[config.mk]
export PLATFORM = sky130hd
export DESIGN_NAME = move_special_sequencer
export DESIGN_NICKNAME = d
export VERILOG_FILES = /design/src/rtl/move_special_sequencer.sv
export SDC_FILE = /design/constraint.sdc
export NUM_CORES = 1
export LEC_CHECK = 0
export CAP_MARGIN = 20
export CORE_MARGIN = 5
export CORE_UTILIZATION = 41
export DETAILED_ROUTE_END_ITERATION = 10
export PLACE_DENSITY = 0.85
export SYNTH_ARGS = -nofsm -noshare
export SYNTH_HDL_FRONTEND = slang
export SYNTH_SLANG_ARGS = --single-unit
[constraint.sdc]
create_clock -name clk -period 4.55 [get_ports clk]
set_input_delay 0.6825 -clock clk [delete_from_list [all_inputs] [get_ports clk]]
set_output_delay 0.6825 -clock clk [all_outputs]
set_load 0.02 [all_outputs]
[src/rtl/move_special_sequencer.sv]
// move_special_sequencer: hardwired fetch + HI/LO move control-step FSM (T0,T1,TW..,T2,T3).
// Latency: 4+max(MEM_WAIT,1) cycles T0..T3 inclusive; IDLE->T0 in 1 cycle; no bubble between instructions.
// Backpressure: none; run is sampled only in IDLE and T3, clr aborts at any point.
//
// Ports:
//   clk, clr          - rising-edge clock, synchronous active-high reset
//   run               - level; keep fetching/executing while high
//   IR                - instruction register, opcode in IR[31 -: OPC_W]
//   PCout..Zlowout    - fetch controls
//   MDRRead..IRin     - memory / IR controls
//   Gra, Rin_in, Rout_in, HIout, LOout, HIin, LOin - execute controls
//   done, illegal     - one-cycle pulses in T3
//   halted            - high in HALTED
//   step              - state encoding for debug
//   instr_count       - retired instruction count (wraps)
module move_special_sequencer #(
  parameter int OPC_W    = 5,
  parameter int MEM_WAIT = 1,
  parameter int CNT_W    = 16,
  parameter logic [OPC_W-1:0] OP_MTHI = 5'd23,
  parameter logic [OPC_W-1:0] OP_MTLO = 5'd24,
  parameter logic [OPC_W-1:0] OP_MFHI = 5'd25,
  parameter logic [OPC_W-1:0] OP_MFLO = 5'd26,
  parameter logic [OPC_W-1:0] OP_NOP  = 5'd27,
  parameter logic [OPC_W-1:0] OP_HALT = 5'd28
) (
  input  logic             clk,
  input  logic             clr,
  input  logic             run,
  input  logic [31:0]      IR,
  output logic             PCout,
  output logic             MARin,
  output logic             IncPC,
  output logic             Zin,
  output logic             PCin,
  output logic             Zlowout,
  output logic             MDRRead,
  output logic             MDRin,
  output logic             MDRout,
  output logic             IRin,
  output logic             Gra,
  output logic             Rin_in,
  output logic             Rout_in,
  output logic             HIout,
  output logic             LOout,
  output logic             HIin,
  output logic             LOin,
  output logic             done,
  output logic             illegal,
  output logic             halted,
  output logic [2:0]       step,
  output logic [CNT_W-1:0] instr_count
);

  // A wait of 0 behaves as 1; the counter is 4 bits so cap at 15.
  localparam int WAIT_EFF = (MEM_WAIT < 1) ? 1 : ((MEM_WAIT > 15) ? 15 : MEM_WAIT);
  localparam logic [3:0] WAIT_LOAD = 4'(WAIT_EFF - 1);

  typedef enum logic [2:0] {
    S_IDLE   = 3'd0,
    S_T0     = 3'd1,
    S_T1     = 3'd2,
    S_TW     = 3'd3,
    S_T2     = 3'd4,
    S_T3     = 3'd5,
    S_HALTED = 3'd6
  } state_t;

  state_t           state;
  logic [3:0]       wait_cnt;
  logic [CNT_W-1:0] count;
  logic [OPC_W-1:0] opc;
  logic             unused_ir;

  assign opc       = IR[31 -: OPC_W];
  assign unused_ir = ^IR[31-OPC_W:0];

  always_ff @(posedge clk) begin
    if (clr) begin
      state    <= S_IDLE;
      wait_cnt <= '0;
      count    <= '0;
    end else begin
      case (state)
        S_IDLE: if (run) state <= S_T0;
        S_T0:   state <= S_T1;
        S_T1: begin
          wait_cnt <= WAIT_LOAD;
          state    <= S_TW;
        end
        S_TW: begin
          if (wait_cnt == 4'd0) state <= S_T2;
          else                  wait_cnt <= wait_cnt - 4'd1;
        end
        S_T2:   state <= S_T3;
        S_T3: begin
          // Illegal opcodes retire too.
          count <= count + CNT_W'(1);
          if (opc == OP_HALT) state <= S_HALTED;
          else if (run)       state <= S_T0;
          else                state <= S_IDLE;
        end
        S_HALTED: state <= S_HALTED;
        default:  state <= S_IDLE;
      endcase
    end
  end

  // Controls decode from the state register; only T3 also looks at IR,
  // which was captured at the end of T2 and is stable here.
  always_comb begin
    PCout = 1'b0; MARin = 1'b0; IncPC = 1'b0; Zin = 1'b0;
    PCin = 1'b0; Zlowout = 1'b0;
    MDRRead = 1'b0; MDRin = 1'b0; MDRout = 1'b0; IRin = 1'b0;
    Gra = 1'b0; Rin_in = 1'b0; Rout_in = 1'b0;
    HIout = 1'b0; LOout = 1'b0; HIin = 1'b0; LOin = 1'b0;
    done = 1'b0; illegal = 1'b0; halted = 1'b0;
    case (state)
      S_T0: begin PCout = 1'b1; MARin = 1'b1; IncPC = 1'b1; Zin = 1'b1; end
      S_T1: begin Zlowout = 1'b1; PCin = 1'b1; end
      S_TW: begin
        MDRRead = 1'b1;
        MDRin   = (wait_cnt == 4'd0);
      end
      S_T2: begin MDRout = 1'b1; IRin = 1'b1; end
      S_T3: begin
        done = 1'b1;
        if (opc == OP_MFHI)      begin Gra = 1'b1; Rin_in  = 1'b1; HIout = 1'b1; end
        else if (opc == OP_MFLO) begin Gra = 1'b1; Rin_in  = 1'b1; LOout = 1'b1; end
        else if (opc == OP_MTHI) begin Gra = 1'b1; Rout_in = 1'b1; HIin  = 1'b1; end
        else if (opc == OP_MTLO) begin Gra = 1'b1; Rout_in = 1'b1; LOin  = 1'b1; end
        else if (opc != OP_NOP && opc != OP_HALT) illegal = 1'b1;
      end
      S_HALTED: halted = 1'b1;
      default: ;
    endcase
  end

  assign step        = state;
  assign instr_count = count;

endmodule

==> impl_metrics.yaml <==
status:
  outcome: "completed"
setup_path:
  cp_max_fo: 4
  ff2ff_path_depth: 4
  critPathArrivalTime_ps: 2450
  critPathSlowestCell: "clkdlybuf4s50_1"
  cpPeakStageDelay_ps: 650
  required_ps: 3870
  critical_path_class: "input port to output pin"
  r2r_start: "instr_count[2]$_SDFFE_PP0P_"
  worstPathCellList: "clkdlybuf4s50_1 > nor2b_1 > nand3_1 > nor3_1 > clkdlybuf4s50_1"
  worstSetupStartpointType: "input port"
  cpMostUsedCell: "clkdlybuf4s50_1"
  r2r_slack_ps: 2740
  crit_path_end_kind: "output pin"
  worstReg2RegEnd: "instr_count[15]$_SDFFE_PP0P_"
placement:
  place_area_mm2: 0.00174
  routabilityCongestion: 0.746
  port_buffers: 46
  post-dp-hpwl_mm: 2.25
clocking:
  h-tree-depth: 1
  cts_resized: 0
  clk_path_buf_depth: 2
  clock_sinks: 23
  cts_buffers: 3
  cts_tree: "done"
  cts_hold_buf: 0
  post_cts_buffers: 0
  insertion_delay_ps: 310
  cts-root-buf: "clkbuf_4"
  clk_pin_slew_ps: 120
final_layout:
  antennaDiodeCount: 0
  drive_gt1_share_pct: 6.00
  nets: 239
  area_growth_pct: 34.6
  n_fill_cell: 298
  fin_area_mm2: 0.00176
logic_synthesis:
  yosysWarnings: 0
  synthTopCellsByCount: "dfxtp_1 (23), nor2_1 (20), a21oi_1 (12), nand3_1 (12), nor3_1 (9)"
  syn_inst: 162
  synth.avg_cell_area_um2: 8.08
  yosysUniqueCellTypes: 43
  synthTopCellsByArea: "dfxtp_1 (35%), nor2_1 (5.7%), a21oi_1 (4.6%), nand3_1 (4.6%), xor2_1 (4.0%)"
  synth.most_common_cell: "dfxtp_1"
  yosysSeqAreaShare_pct: 35.2
  ys_seq_elements: 23
  syn_nets: 200
  yosys.area.top_type: "dfxtp_1"
  synth_edf_count: 0
  yosys.area.top_type_share_pct: 35.2
  syn_area_mm2: 0.00131
  synth_ff_type: "dfxtp_1"
  async_flop_share_pct: 0
sta:
  setup_viol: 0
  rsz0062_at_grt: "no"
  worst_pin_slew_ps: 898
  fin_worst_skew_ps: 1.01
  fin_tns_setup_ps: 0
  slew_headroom_pct: 40.0
  timing.final.crit_share_pct: 68.9
  fin_crit_ps: 3140
  fmax_mhz: 319
  hold_viol_final: 0
  slew_violations: 0
global_routing:
  use_met2_pct: 24.8
  antenna_found_initial: 0
  grt_max_degree: 26
  grt_pass1_wl_mm: 5.02
  grt_pass1_vias: 1179
  grt_remaining_overflow: 0
  grt_use_total_pct: 14.2
  busiest_layer: "met2"
  met3_usage_pct: 4.55
  met1_usage_pct: 16.8
worst_hold_path:
  holdPathEnd: "wait_cnt[0]$_SDFFE_PP0P_"
  hold_path_depth: 2
  holdCritPathClass: "register to register"
  holdCritStartpoint: "wait_cnt[0]$_SDFFE_PP0P_"
route:
  routed-via-count: 1242
  drt-total-wl_mm: 3.04
  ant_nets: 0
  vias_per_cell: 5.09
  drtIter0Drc: 102
  drc: 0
  dr.pass1.iters: 4
  wl_per_cell_um: 12.5
floorplan:
  ios: 74
  chipWidth_um: 66.5
  die_h_um: 66.5
  rows: 20
  start_util_pct: 42.9
  die_area_mm2: 0.00442
  core_region_area_mm2: 0.00305
power_and_ir_drop:
  power.leakage_nw: 0.614
  vdd_ir_drop_max_mv: 0.217
  power.density_mw_per_mm2: 212
flow_run:
  drv_cap: 0
## metal layers
layer / up-vias / share of wire [%]
met5: - / 0
met4: 0 / 0.43
met3: 2 / 6.9
met2: 42 / 48
met1: 560 / 45
li1: 638 / -
## where the power goes
part           switching [W]  internal [W]
registers         0.00000616      0.000204
logic              0.0000359     0.0000316
clock network      0.0000620     0.0000343
total               0.000104      0.000270
## critical path, delay by kind of cell
family,cells,cell delay (ps)
and+or+nand+nor,3,610
buffers and inverters,2,1160
## logic make-up (layout without fill, tap and decap cells)
kind of cell | after synthesis | count (layout) | synth area share, %
flip-flops | 23 | 23 | 35.2
adder cells (fa/ha/maj) | 3 | 3 | 2.87
XOR/XNOR | 11 | 11 | 7.36
multiplexers | 3 | 3 | 2.49
AO/OA/AOI/OAI | 24 | 24 | 11.3
buffers and inverters | 21 | 59 | 9.37
AND/OR/NAND/NOR | 77 | 77 | 31.5
## metrics by stage
stage	worst slack, ps	util, %	power, W	hold slack (ps)	cells
finish	1410	57.7	0.000374	500	244
global route	1250	57.7	0.000391	539	244
CTS	1400	57.7	0.000378	500	244
detailed placement	1430	56.8	0.000282	481	240
global placement	1490	56.8	0.000282	476	240
floorplan	1900	-	0.000258	457	162
## area by class of cell
cell class | count | area [um^2] | area share [%]
Clock buffer | 4 | 26.3 | 1.49
Sequential cell | 23 | 460 | 26.1
Inverter | 9 | 33.8 | 1.92
Multi-Input combinational cell | 118 | 726 | 41.2
Tap cell | 44 | 55.1 | 3.12
Timing Repair Buffer | 46 | 460 | 26.1
## worst max-delay path by stage
stage	from	end	slack [ps]	cells after the start
2_1_floorplan	step[2]$_SDFFE_PP0P_	LOin	1900	4
6_report	IR[30]	LOin	1410	5
3_3_place_gp	IR[30]	LOin	1490	5
4_1_cts	step[2]$_SDFFE_PP0P_	LOin	1400	5
3_5_place_dp	IR[30]	LOin	1430	5
5_1_grt	step[2]$_SDFFE_PP0P_	LOin	1250	5
## state kept, by name, indices dropped and copies added, names as in the netlist
register	count
instr_count	16
wait_cnt	4
step	3
## cells in the final DEF (no fill, tap or decap), types with 2 or more instances in the layout
cell	instances
clkbuf_4	3
inv_1	8
nand2b_1	4
xor2_1	6
o31ai_1	2
nor4_1	2
nor2_1	20
or4_1	2
xnor2_1	5
mux2_2	2
nand2_1	8
and3_1	2
nand3_1	12
nand4_1	6
or2_2	2
clkdlybuf4s50_1	46
ha_1	3
o21ai_0	3
a21oi_1	12
nor3_1	9
dfxtp_1	23
nor2b_1	2
(Power assumes the default switching activity.)
==> variant: new RTL, same flow settings <==
Change the parameter `OPC_W` from 5 to 10.
--- a/src/rtl/move_special_sequencer.sv
+++ b/src/rtl/move_special_sequencer.sv
@@ -14,7 +14,7 @@
 //   step              - state encoding for debug
 //   instr_count       - retired instruction count (wraps)
 module move_special_sequencer #(
-  parameter int OPC_W    = 5,
+  parameter int OPC_W    = 10,
   parameter int MEM_WAIT = 1,
   parameter int CNT_W    = 16,
   parameter logic [OPC_W-1:0] OP_MTHI = 5'd23,
Formal check against the unedited RTL: not equivalent (Yosys sat finds a counterexample within 10 cycles, from zero or initial values).
==> variant against the original RTL <==
  * Total power is 2.6% higher
  * Sequential cell count is the same
  * Cell area is 4.2% higher
  * Clock skew increased by 0.0084 ns
  * Clock power shrank 2.5%
  * Wire length rose by 1.7%
  * Utilization grew 2.4 points
  * Area after synthesis is the same
  * Worst setup slack worse by 0.57 ns
  * Sequential power increased by 2%
  * Combinational power is 13% higher
  * Cell count increased by 2.9%
  * Largest power group unchanged
  * Highest routed layer unchanged
==> variant: results (changes against the original RTL) <==
wirelength, routed 3090 um (was 3040 um); number of global-route vias before repair 1,215 (was 1,179); Commonest cells post-synth dfxtp_1, nor2_1, a21oi_1, nand2_1, nor3_1 (was dfxtp_1, nor2_1, a21oi_1, nand3_1, nor3_1); share of layout cells above drive strength 1 4.83% (was 6.00%); Crit-path slowest cell or4b_2 (was clkdlybuf4s50_1); Seq/Total Area, Yosys 35.2% (unchanged); crit-path max cell delay 0.67 ns (was 0.65 ns); fillers 288 (was 298); H-tree levels 1 (unchanged); Final Net Count 245 (was 239); Initial DRC Count 51 (was 102); Port Buf Inserts 51 (was 46); dpl hpwl 2360 um (was 2250 um); Clk Tree Root Cell clkbuf_4 (unchanged); run status finished, final reports clean (unchanged); largest net degree at the start of global routing 24 (was 26); Lkg Pwr 0.000629 uW (was 0.000614 uW); routability congestion estimate 0.779 (was 0.746); worst slack, placed 0.833 ns (was 1.43 ns); DRC viols 0 (unchanged); synth top area cells dfxtp_1, nor2_1, a21oi_1 (unchanged); Worst-Margin Slew 0.823 ns (was 0.898 ns); Setup Skew 0.00943 ns (was 0.00101 ns); max-cap viol count 0 (unchanged); post-CTS setup buffer count 0 (unchanged); peak supply drop 98.6 uV (was 217 uV); crit path DAT 3.02 ns (was 2.45 ns); CP Max Fanout 5 (was 4); via count 1,286 (was 1,242); synth unique cells 40 (was 43); Placed Instance Area 1810 um^2 (was 1740 um^2); Crit path max-delay family simple AND/OR/NAND/NOR gates (was buffers and inverters); first-pass GRT wire length 5410 um (was 5020 um); GRT Total Usage 15.3% (was 14.2%)
-- variant: worst paths after layout --
check	cells past startpoint	endpoint	slack, ns	from
setup / recovery	6	LOin	0.84	IR[27]
hold reg to reg	2	instr_count[15]	0.51	instr_count[15]
setup reg to reg	4	instr_count[15]	2.69	step[0]
hold / removal	2	instr_count[15]	0.51	instr_count[15]
-- variant: report_power, final --
part / leakage, uW / switching [uW] / internal, uW
Clock: 0.0000177 / 61.2 / 32.8
Combinational: 0.000426 / 37.6 / 38.5
Sequential: 0.000186 / 9.10 / 204
-- variant: cell type report --
cell class | count | share of cell area [%]
clock buffer | 3 | 1.23
clock inverter | 1 | 0.273
inverter | 5 | 1.02
multi-input combinational | 124 | 41.6
sequential | 23 | 25.1
tap | 44 | 3.00
timing repair buffer | 51 | 27.8
-- variant: worst reg2reg max path, delay by kind of cell (launching register included) --
kind | cells | cell delay (ns)
flops | 1 | 0.58
simple gates | 3 | 1.07
compound gates | 1 | 0.14
-- variant: layer usage --
layer | vias up | share of wire, % | wire (um) | track usage, %
li1 | 671 | - | - | -
met1 | 589 | 47 | 1450 | 20.0
met2 | 24 | 49 | 1510 | 25.4
met3 | 2 | 3.2 | 99 | 2.02
met4 | 0 | 0.74 | 23 | 5.84
met5 | - | 0 | 0 | 0
-- variant: metrics by stage --
stage | cells | power, uW | hold slack [ns] | util, %
after floorplan | 163 | 262 | 0.508 | -
after global placement | 247 | 293 | 0.475 | 59.2
after detailed placement | 247 | 294 | 0.489 | 59.2
after CTS | 251 | 387 | 0.507 | 60.1
after global routing | 251 | 403 | 0.550 | 60.1
final | 251 | 384 | 0.507 | 60.1
-- variant: cell families (layout without fill, tap and decap cells) --
family	after synthesis	after routing	share of synthesized area (%)
simple gates	84	84	36.5
buf+inv	16	60	6.50
fa+ha+maj	2	2	1.91
compound gates	26	26	11.8
flops	23	23	35.2
xor+xnor	11	11	7.36
mux	1	1	0.765
